<file path="config.mk">
export PLATFORM = sky130hd
export DESIGN_NAME = rr_mux_arbiter
export DESIGN_NICKNAME = d
export VERILOG_FILES = /design/src/rtl/rr_mux_arbiter.sv
export SDC_FILE = /design/constraint.sdc
export NUM_CORES = 1
export LEC_CHECK = 0
export CORE_MARGIN = 2
export CORE_UTILIZATION = 61
export DETAILED_ROUTE_END_ITERATION = 16
export PLACE_DENSITY = 0.95
export SYNTH_ARGS = -nofsm -noshare
export SYNTH_HDL_FRONTEND = slang
export SYNTH_SLANG_ARGS = --single-unit
</file>
<file path="constraint.sdc">
create_clock -name clk -period 11.8 [get_ports clk]
set_input_delay 2.36 -clock clk [delete_from_list [all_inputs] [get_ports clk]]
set_output_delay 2.36 -clock clk [all_outputs]
set_load 0.02 [all_outputs]
</file>
<file path="src/rtl/rr_mux_arbiter.sv">
// rtl/rr_mux_arbiter.sv - round-robin arbiter driving a shared 8:1 mux select
//
// Ports:
//   clk   in   rising-edge clock
//   rst   in   asynchronous active-high reset
//   req   in   [7:0] per-channel request
//   hold  in   [HOLD_W-1:0] max consecutive grant cycles per tenure (0 acts as 1)
//   gnt   out  [7:0] registered one-hot grant (zero when idle)
//   sel   out  [2:0] registered mux select, 7-index of granted channel
//   busy  out  registered, high whenever a channel is granted
module rr_mux_arbiter #(
    parameter int HOLD_W = 4
) (
    input  logic              clk,
    input  logic              rst,
    input  logic [7:0]        req,
    input  logic [HOLD_W-1:0] hold,
    output logic [7:0]        gnt,
    output logic [2:0]        sel,
    output logic              busy
);

    typedef enum logic {
        IDLE,
        GRANT
    } state_t;

    state_t            state_q, state_d;
    logic [2:0]        ptr_q, ptr_d;
    logic [2:0]        cur_q, cur_d;
    logic [HOLD_W-1:0] cnt_q, cnt_d;
    logic [HOLD_W-1:0] hold_q, hold_d;
    logic [7:0]        gnt_d;
    logic [2:0]        sel_d;
    logic              busy_d;

    logic              found;
    logic [2:0]        win;
    logic [2:0]        idx;
    logic [HOLD_W-1:0] hold_eff;
    logic              rel;
    logic              start;

    // Rotating priority search starting at ptr. Since ptr sits one past the
    // current owner, the owner is searched last, which gives the re-grant on
    // expiry when it is the only requester.
    always_comb begin
        found = 1'b0;
        win   = ptr_q;
        idx   = ptr_q;
        for (int i = 0; i < 8; i++) begin
            idx = ptr_q + 3'(i);
            if (!found && req[idx]) begin
                found = 1'b1;
                win   = idx;
            end
        end
    end

    assign hold_eff = (hold == '0) ? HOLD_W'(1) : hold;

    // Drop and expiry collapse into one release event, so ptr advances once.
    assign rel   = (state_q == GRANT) && (!req[cur_q] || (cnt_q == hold_q));
    assign start = found && ((state_q == IDLE) || rel);

    always_comb begin
        state_d = state_q;
        ptr_d   = ptr_q;
        cur_d   = cur_q;
        cnt_d   = cnt_q;
        hold_d  = hold_q;
        gnt_d   = gnt;
        sel_d   = sel;
        busy_d  = busy;

        if (start) begin
            state_d = GRANT;
            cur_d   = win;
            ptr_d   = win + 3'd1;
            cnt_d   = HOLD_W'(1);
            hold_d  = hold_eff;
            gnt_d   = 8'(1) << win;
            sel_d   = ~win;
            busy_d  = 1'b1;
        end else begin
            case (state_q)
                IDLE: begin
                    cnt_d = '0;
                end
                GRANT: begin
                    if (rel) begin
                        // Nobody else wants the mux; sel keeps its last value.
                        state_d = IDLE;
                        cnt_d   = '0;
                        gnt_d   = 8'h00;
                        busy_d  = 1'b0;
                    end else begin
                        cnt_d = cnt_q + HOLD_W'(1);
                    end
                end
                default: state_d = IDLE;
            endcase
        end
    end

    always_ff @(posedge clk or posedge rst) begin
        if (rst) begin
            state_q <= IDLE;
            ptr_q   <= 3'd0;
            cur_q   <= 3'd0;
            cnt_q   <= '0;
            hold_q  <= '0;
            gnt     <= 8'h00;
            sel     <= 3'b111;
            busy    <= 1'b0;
        end else begin
            state_q <= state_d;
            ptr_q   <= ptr_d;
            cur_q   <= cur_d;
            cnt_q   <= cnt_d;
            hold_q  <= hold_d;
            gnt     <= gnt_d;
            sel     <= sel_d;
            busy    <= busy_d;
        end
    end

endmodule

</file>
## Word-level counts from Yosys, hierarchy flattened

Cells that the tools add are included.

| storage, ports and cells | value |
|---|---|
| bits of input ports | 14 |
| memories kept | 0 |
| memory bits (read-only) | 0 |
| bits in latches | 0 |
| flip-flop bits (word level) | 27 |
| memory bits (writable) | 0 |

| operators by class | value |
|---|---|
| order comparisons | 9 |
| muxes and demuxes | 46 |
| reductions and logical operators | 23 |
| $add $sub $neg | 9 |
| shifts and indexed selects | 1 |
| bitwise operators | 2 |
| div/mod/pow operators | 0 |
| multiply operators | 0 |
| equal/unequal tests | 1 |

Operators with widths:

| kind | number |
|---|---|
| $lt 3x4->1 const B | 9 |
| $bmux 1 s3 | 9 |
| $mux 8 | 3 |
| $mux 1 | 23 |
| $mux 3 | 7 |
| $add 3x3->3 const B | 4 |
| $mux 4 | 3 |
| $logic_and 1x1->1 | 9 |
| $logic_not 1->1 | 8 |
| $pmux 4 s2 | 1 |
| $shl 1x3->8 const A | 1 |
| $add 3x1->3 const B | 2 |
| $add 3x2->3 const B | 2 |
| $add 4x1->4 const B | 1 |
| $eq 4x4->1 | 1 |
| $logic_not 4->1 | 1 |
| $reduce_bool 2->1 | 2 |
| $not 3->3 | 1 |
| $logic_or 1x1->1 | 2 |
| $reduce_and 2->1 | 1 |
| $not 1->1 | 1 |

## Depth between registers and ports, before layout

| depth | value |
|---|---|
| word-level depth | 27 |
| gate-level depth with buffers | 17 |
| mapped depth without buffers | 13 |

## Worst setup path before layout

No wires, ideal clock.

| timing path | value |
|---|---|
| path kind | input to register |
| start | input req[3] |
| end | register ptr_q[2] |
| arrival | 4673 ps |
| path buffers | 0 |
| setup slack | 7003 ps |
| stages on the path | 10 |
| library setup time | 125 ps |
| path through | mux4_1 > mux2i_1 > a32o_2 > nand4_4 > or3_1 > o211a_2 > inv_2 > and2_1 > ha_1 > mux2_2 |

| between the ends | value |
|---|---|
| cells in the longest elaborated chain, start to end | 25 |

RTL lines:

| element | RTL line | text |
|---|---|---|
| start, declared | 16 | `input logic [7:0] req,` |
| $bmux 1 s3 | 53 | `if (!found && req[idx]) begin` |
| $mux 1 (implied by the code) | 53 |  |
| $mux 1 | 53 |  |
| $logic_not 1->1 | 53 |  |
| $logic_and 1x1->1 | 53 |  |
| $mux 1 | 53 |  |
| $logic_not 1->1 | 53 |  |
| $logic_and 1x1->1 | 53 |  |
| [... 10 more ...] | -- |  |
| $logic_not 1->1 | 53 |  |
| $logic_and 1x1->1 | 53 |  |
| $mux 1 | 53 |  |
| $logic_not 1->1 | 53 |  |
| $logic_and 1x1->1 | 53 |  |
| $mux 3 * | 53 |  |
| net win[1] | 38 | `logic [2:0] win;` |
| $add 3x1->3 * | 79 | `ptr_d = win + 3'd1;` |
| end signal, assigned | 118 | `ptr_q <= ptr_d;` |
| end, declared | 29 | `logic [2:0] ptr_q, ptr_d;` |

Mark *: on every way through the listed nets, which the timed path passes. The rest lies on a longest branch. The select of a mux whose other input is x is not followed.
A chain may end at the register's enable or synchronous reset.

## Worst setup path in the final report

| timing path | value |
|---|---|
| start | input req[7] |
| end | register cur_q[1] |

| between the ends | value |
|---|---|
| cells in the longest elaborated chain, start to end | 25 |

RTL lines:

| element | RTL line | text |
|---|---|---|
| $bmux 1 s3 | 53 |  |
| $mux 1 (implied by the code) | 53 |  |
| $mux 1 | 53 |  |
| $logic_not 1->1 | 53 |  |
| $logic_and 1x1->1 | 53 |  |
| $mux 1 | 53 |  |
| $logic_not 1->1 | 53 |  |
| $logic_and 1x1->1 | 53 |  |
| [... 9 more ...] | -- |  |
| $mux 1 | 53 |  |
| $logic_not 1->1 | 53 |  |
| $logic_and 1x1->1 | 53 |  |
| $mux 1 | 53 |  |
| $logic_not 1->1 | 53 |  |
| $logic_and 1x1->1 | 53 |  |
| $mux 1 | 53 |  |
| $logic_and 1x1->1 | 64 | `assign start = found && ((state_q == IDLE) \|\| rel);` |
| end signal, assigned | 119 | `cur_q <= cur_d;` |
| end, declared | 30 | `logic [2:0] cur_q, cur_d;` |

Parallel ways exist; a longest one is shown, timed or not. The select of a mux whose other input is x is not followed.

==> flow_summary.json <==
{
  "cp_data_required_time_ns": 11.96,
  "met1_usage": 0.380,
  "io_buffers": 25,
  "critPathCaptureType": "flop",
  "setup_violations": 0,
  "synth_nets": 229,
  "path_buf_inv": 2,
  "areaGrowthSynthToFinish_pct": 12.1,
  "cts-hold-fix-buffers": 0,
  "synth-compound-area-share": 0.176,
  "groute.layer.met2.usage": 0.489,
  "routed_wirelength_um": 5770,
  "status": "finished, final reports clean",
  "grt_use_met3": 0.0445,
  "grt_start_max_net_pins": 28,
  "clk_latency_ns": 0.28,
  "synth_fa_ha_area_frac": 0.0377,
  "syn_inst": 208,
  "synth_top_family_by_area": "multiplexers",
  "crit_type": "in -> reg",
  "cpPeakStageDelay_ns": 0.79,
  "reg2reg_depth": 9,
  "slowest_stage": "o21ai_2",
  "setup_tns_ns": 0,
  "drt-initial-drc-count": 170,
  "grt_antenna_before_repair": 0,
  "cp.arrival_ns": 5.65,
  "rsz0062_at_grt": "false",
  "yosysTopAreaCellShare": 0.259,
  "finalNetCount": 248,
  "firstDrtPassIters": 5,
  "final_cell_mix": "clkdlybuf4s50_1 (25), dfrtp_1 (24), nand2_1 (16)",
  "min_to": "sel[1]",
  "vias_per_cell": 6.96,
  "finalHoldViolations": 0,
  "post_cts_resized": 0,
  "synth_seq_cells": 27,
  "synthArstFlopShare": 1.00,
  "synthSimpleGateAreaFrac": 0.123,
  "holdPathStages": 2,
  "rr_startpoint": "ptr_q[0]",
  "final_common_cell": "clkdlybuf4s50_1",
  "clk_pin_slew_ns": 0.10,
  "path_cells": "clkdlybuf4s50_1, mux4_1, mux2i_1, a32o_2, nand4_4, o21ai_2, inv_2, mux2_2",
  "overflow": 0,
  "maxCapViolCount": 0,
  "r2r_end": "cur_q[1]",
  "synth_edf_count": 0,
  "post_cts_buffers": 0,
  "cts_tree": "yes",
  "critical-path-top-delay-family": "multiplexers",
  "synthXorXnorAreaFrac": 0.0442,
  "cts_root_buf": "clkbuf_8",
  "numCtsBuffers": 3,
  "syn-cell-area_mm2": 0.00232,
  "dp.final_hpwl_um": 4390,
  "hp-start": "sel[1]",
  "grt_usage": 0.294,
  "rows": 22,
  "final.setup_skew_ns": 0.00614,
  "antenna_cells": 0,
  "postLayoutCoreUtil": 0.711,
  "synthFlopType": "dfrtp_1",
  "top_usage_layer": "met2",
  "place_congestion": 0.927,
  "vias": 1906,
  "wire_per_inst_um": 21.1,
  "die-area_mm2": 0.00431,
  "grt_pass1_vias": 1868,
  "avgSynthCellArea_um2": 11.2,
  "grt_pass1_wl_um": 9510,
  "drc_errors": 0,
  "synth_cell_types": 59,
  "synth_area_leader_cell": "dfrtp_1",
  "hp-class": "reg -> reg",
  "timing.final.crit_share": 0.465,
  "yosys_warnings": 0,
  "yosysSeqAreaShare": 0.293,
  "synthMuxAreaShare": 0.271,
  "maxSlewViolCount": 0,
  "period_needed_ns": 5.49,
  "core_mm2": 0.00366,
  "drive_gt1_frac": 0.226,
  "cts_max_level": 1,
  "clock_sinks": 27,
  "crit_fanout": 22,
  "tightest_slew_ns": 0.987,
  "die_x_um": 65.7,
  "initial_core_util": 0.634,
  "rrSetupSlack_ns": 7.00,
  "fmax_ghz": 0.182,
  "clock_path_buffers": 2,
  "drtAntennaViolNets": 0,
  "ioPinCount": 26,
  "slew_headroom": 0.341,
  "start_kind": "primary input",
  "die_y_um": 65.7,
  "synth_top_cells_by_area": "dfrtp_1 (26%), mux4_2 (13%), mux2i_1 (5.6%)"
}
==> stage by stage <==
step | worst slack [ns] | cell area [µm²] | hold WS [ns] | instances
global placement | 6.26 | 2550 | 0.458 | 270
global route | 6.11 | 2600 | 0.516 | 274
CTS | 6.38 | 2600 | 0.484 | 274
floorplan | 7.00 | 2320 | 0.470 | 208
detailed placement | 6.11 | 2550 | 0.462 | 270
finish | 6.31 | 2600 | 0.481 | 274
==> flip-flops by register name (all words and copies together), names as in the netlist <==
signal,cells
busy,1
cnt_q,4
cur_q,3
gnt,8
hold_q,4
ptr_q,3
sel,3
state_q,1
==> worst min-delay path, cell delays in order (launching register included) <==
cell,delay (ns)
dfstp_2,0.38
nand2_1,0.05
o21ai_1,0.06
==> worst max path at each step <==
stage	slack, ns	endpoint	from	depth (start not counted)
2_1_floorplan	7.00	ptr_q[2]	req[3]	10
3_3_place_gp	6.26	ptr_q[2]	req[0]	10
3_5_place_dp	6.11	cur_q[1]	req[7]	8
4_1_cts	6.38	cur_q[1]	req[3]	8
5_1_grt	6.11	cur_q[1]	req[7]	8
6_report	6.31	cur_q[1]	req[7]	8
==> metal layers <==
metal	up-vias	wire (µm)
li1	835	-
met1	932	2210
met2	113	2910
met3	26	442
met4	0	205
met5	-	0
==> synthesized netlist by cell type, types with 4 or more instances <==
| master | count |
|---|---|
| nor3_1 | 5 |
| o21ai_0 | 6 |
| buf_2 | 5 |
| nand2_1 | 16 |
| nand3_1 | 9 |
| dfrtp_1 | 24 |
| xnor2_1 | 7 |
| ha_1 | 7 |
| mux2_2 | 11 |
| inv_2 | 4 |
| inv_1 | 10 |
| nor2_1 | 4 |
| nand2b_1 | 4 |
| a32o_1 | 4 |
| mux2i_1 | 13 |
| mux4_2 | 13 |
| a21oi_1 | 4 |
==> layout make-up <==
class | count | area, µm²
Multi-Input combinational cell | 156 | 1510
Clock buffer | 3 | 41.3
Timing Repair Buffer | 25 | 250
Sequential cell | 27 | 679
Fill cell | 223 | 1060
Inverter | 14 | 52.6
Clock inverter | 1 | 7.51
Tap cell | 48 | 60.1
==> cells by family after synthesis <==
kind of cell	Yosys count
and+or+nand+nor	51
buffers and inverters	25
muxes	41
AOI/OAI and AO/OA	47
DFF	27
adders and majority gates	7
xor gates and xnor gates	10
Power is not shown: default switching activity piles up to over one toggle a cycle in this logic, so the estimate is an artifact.
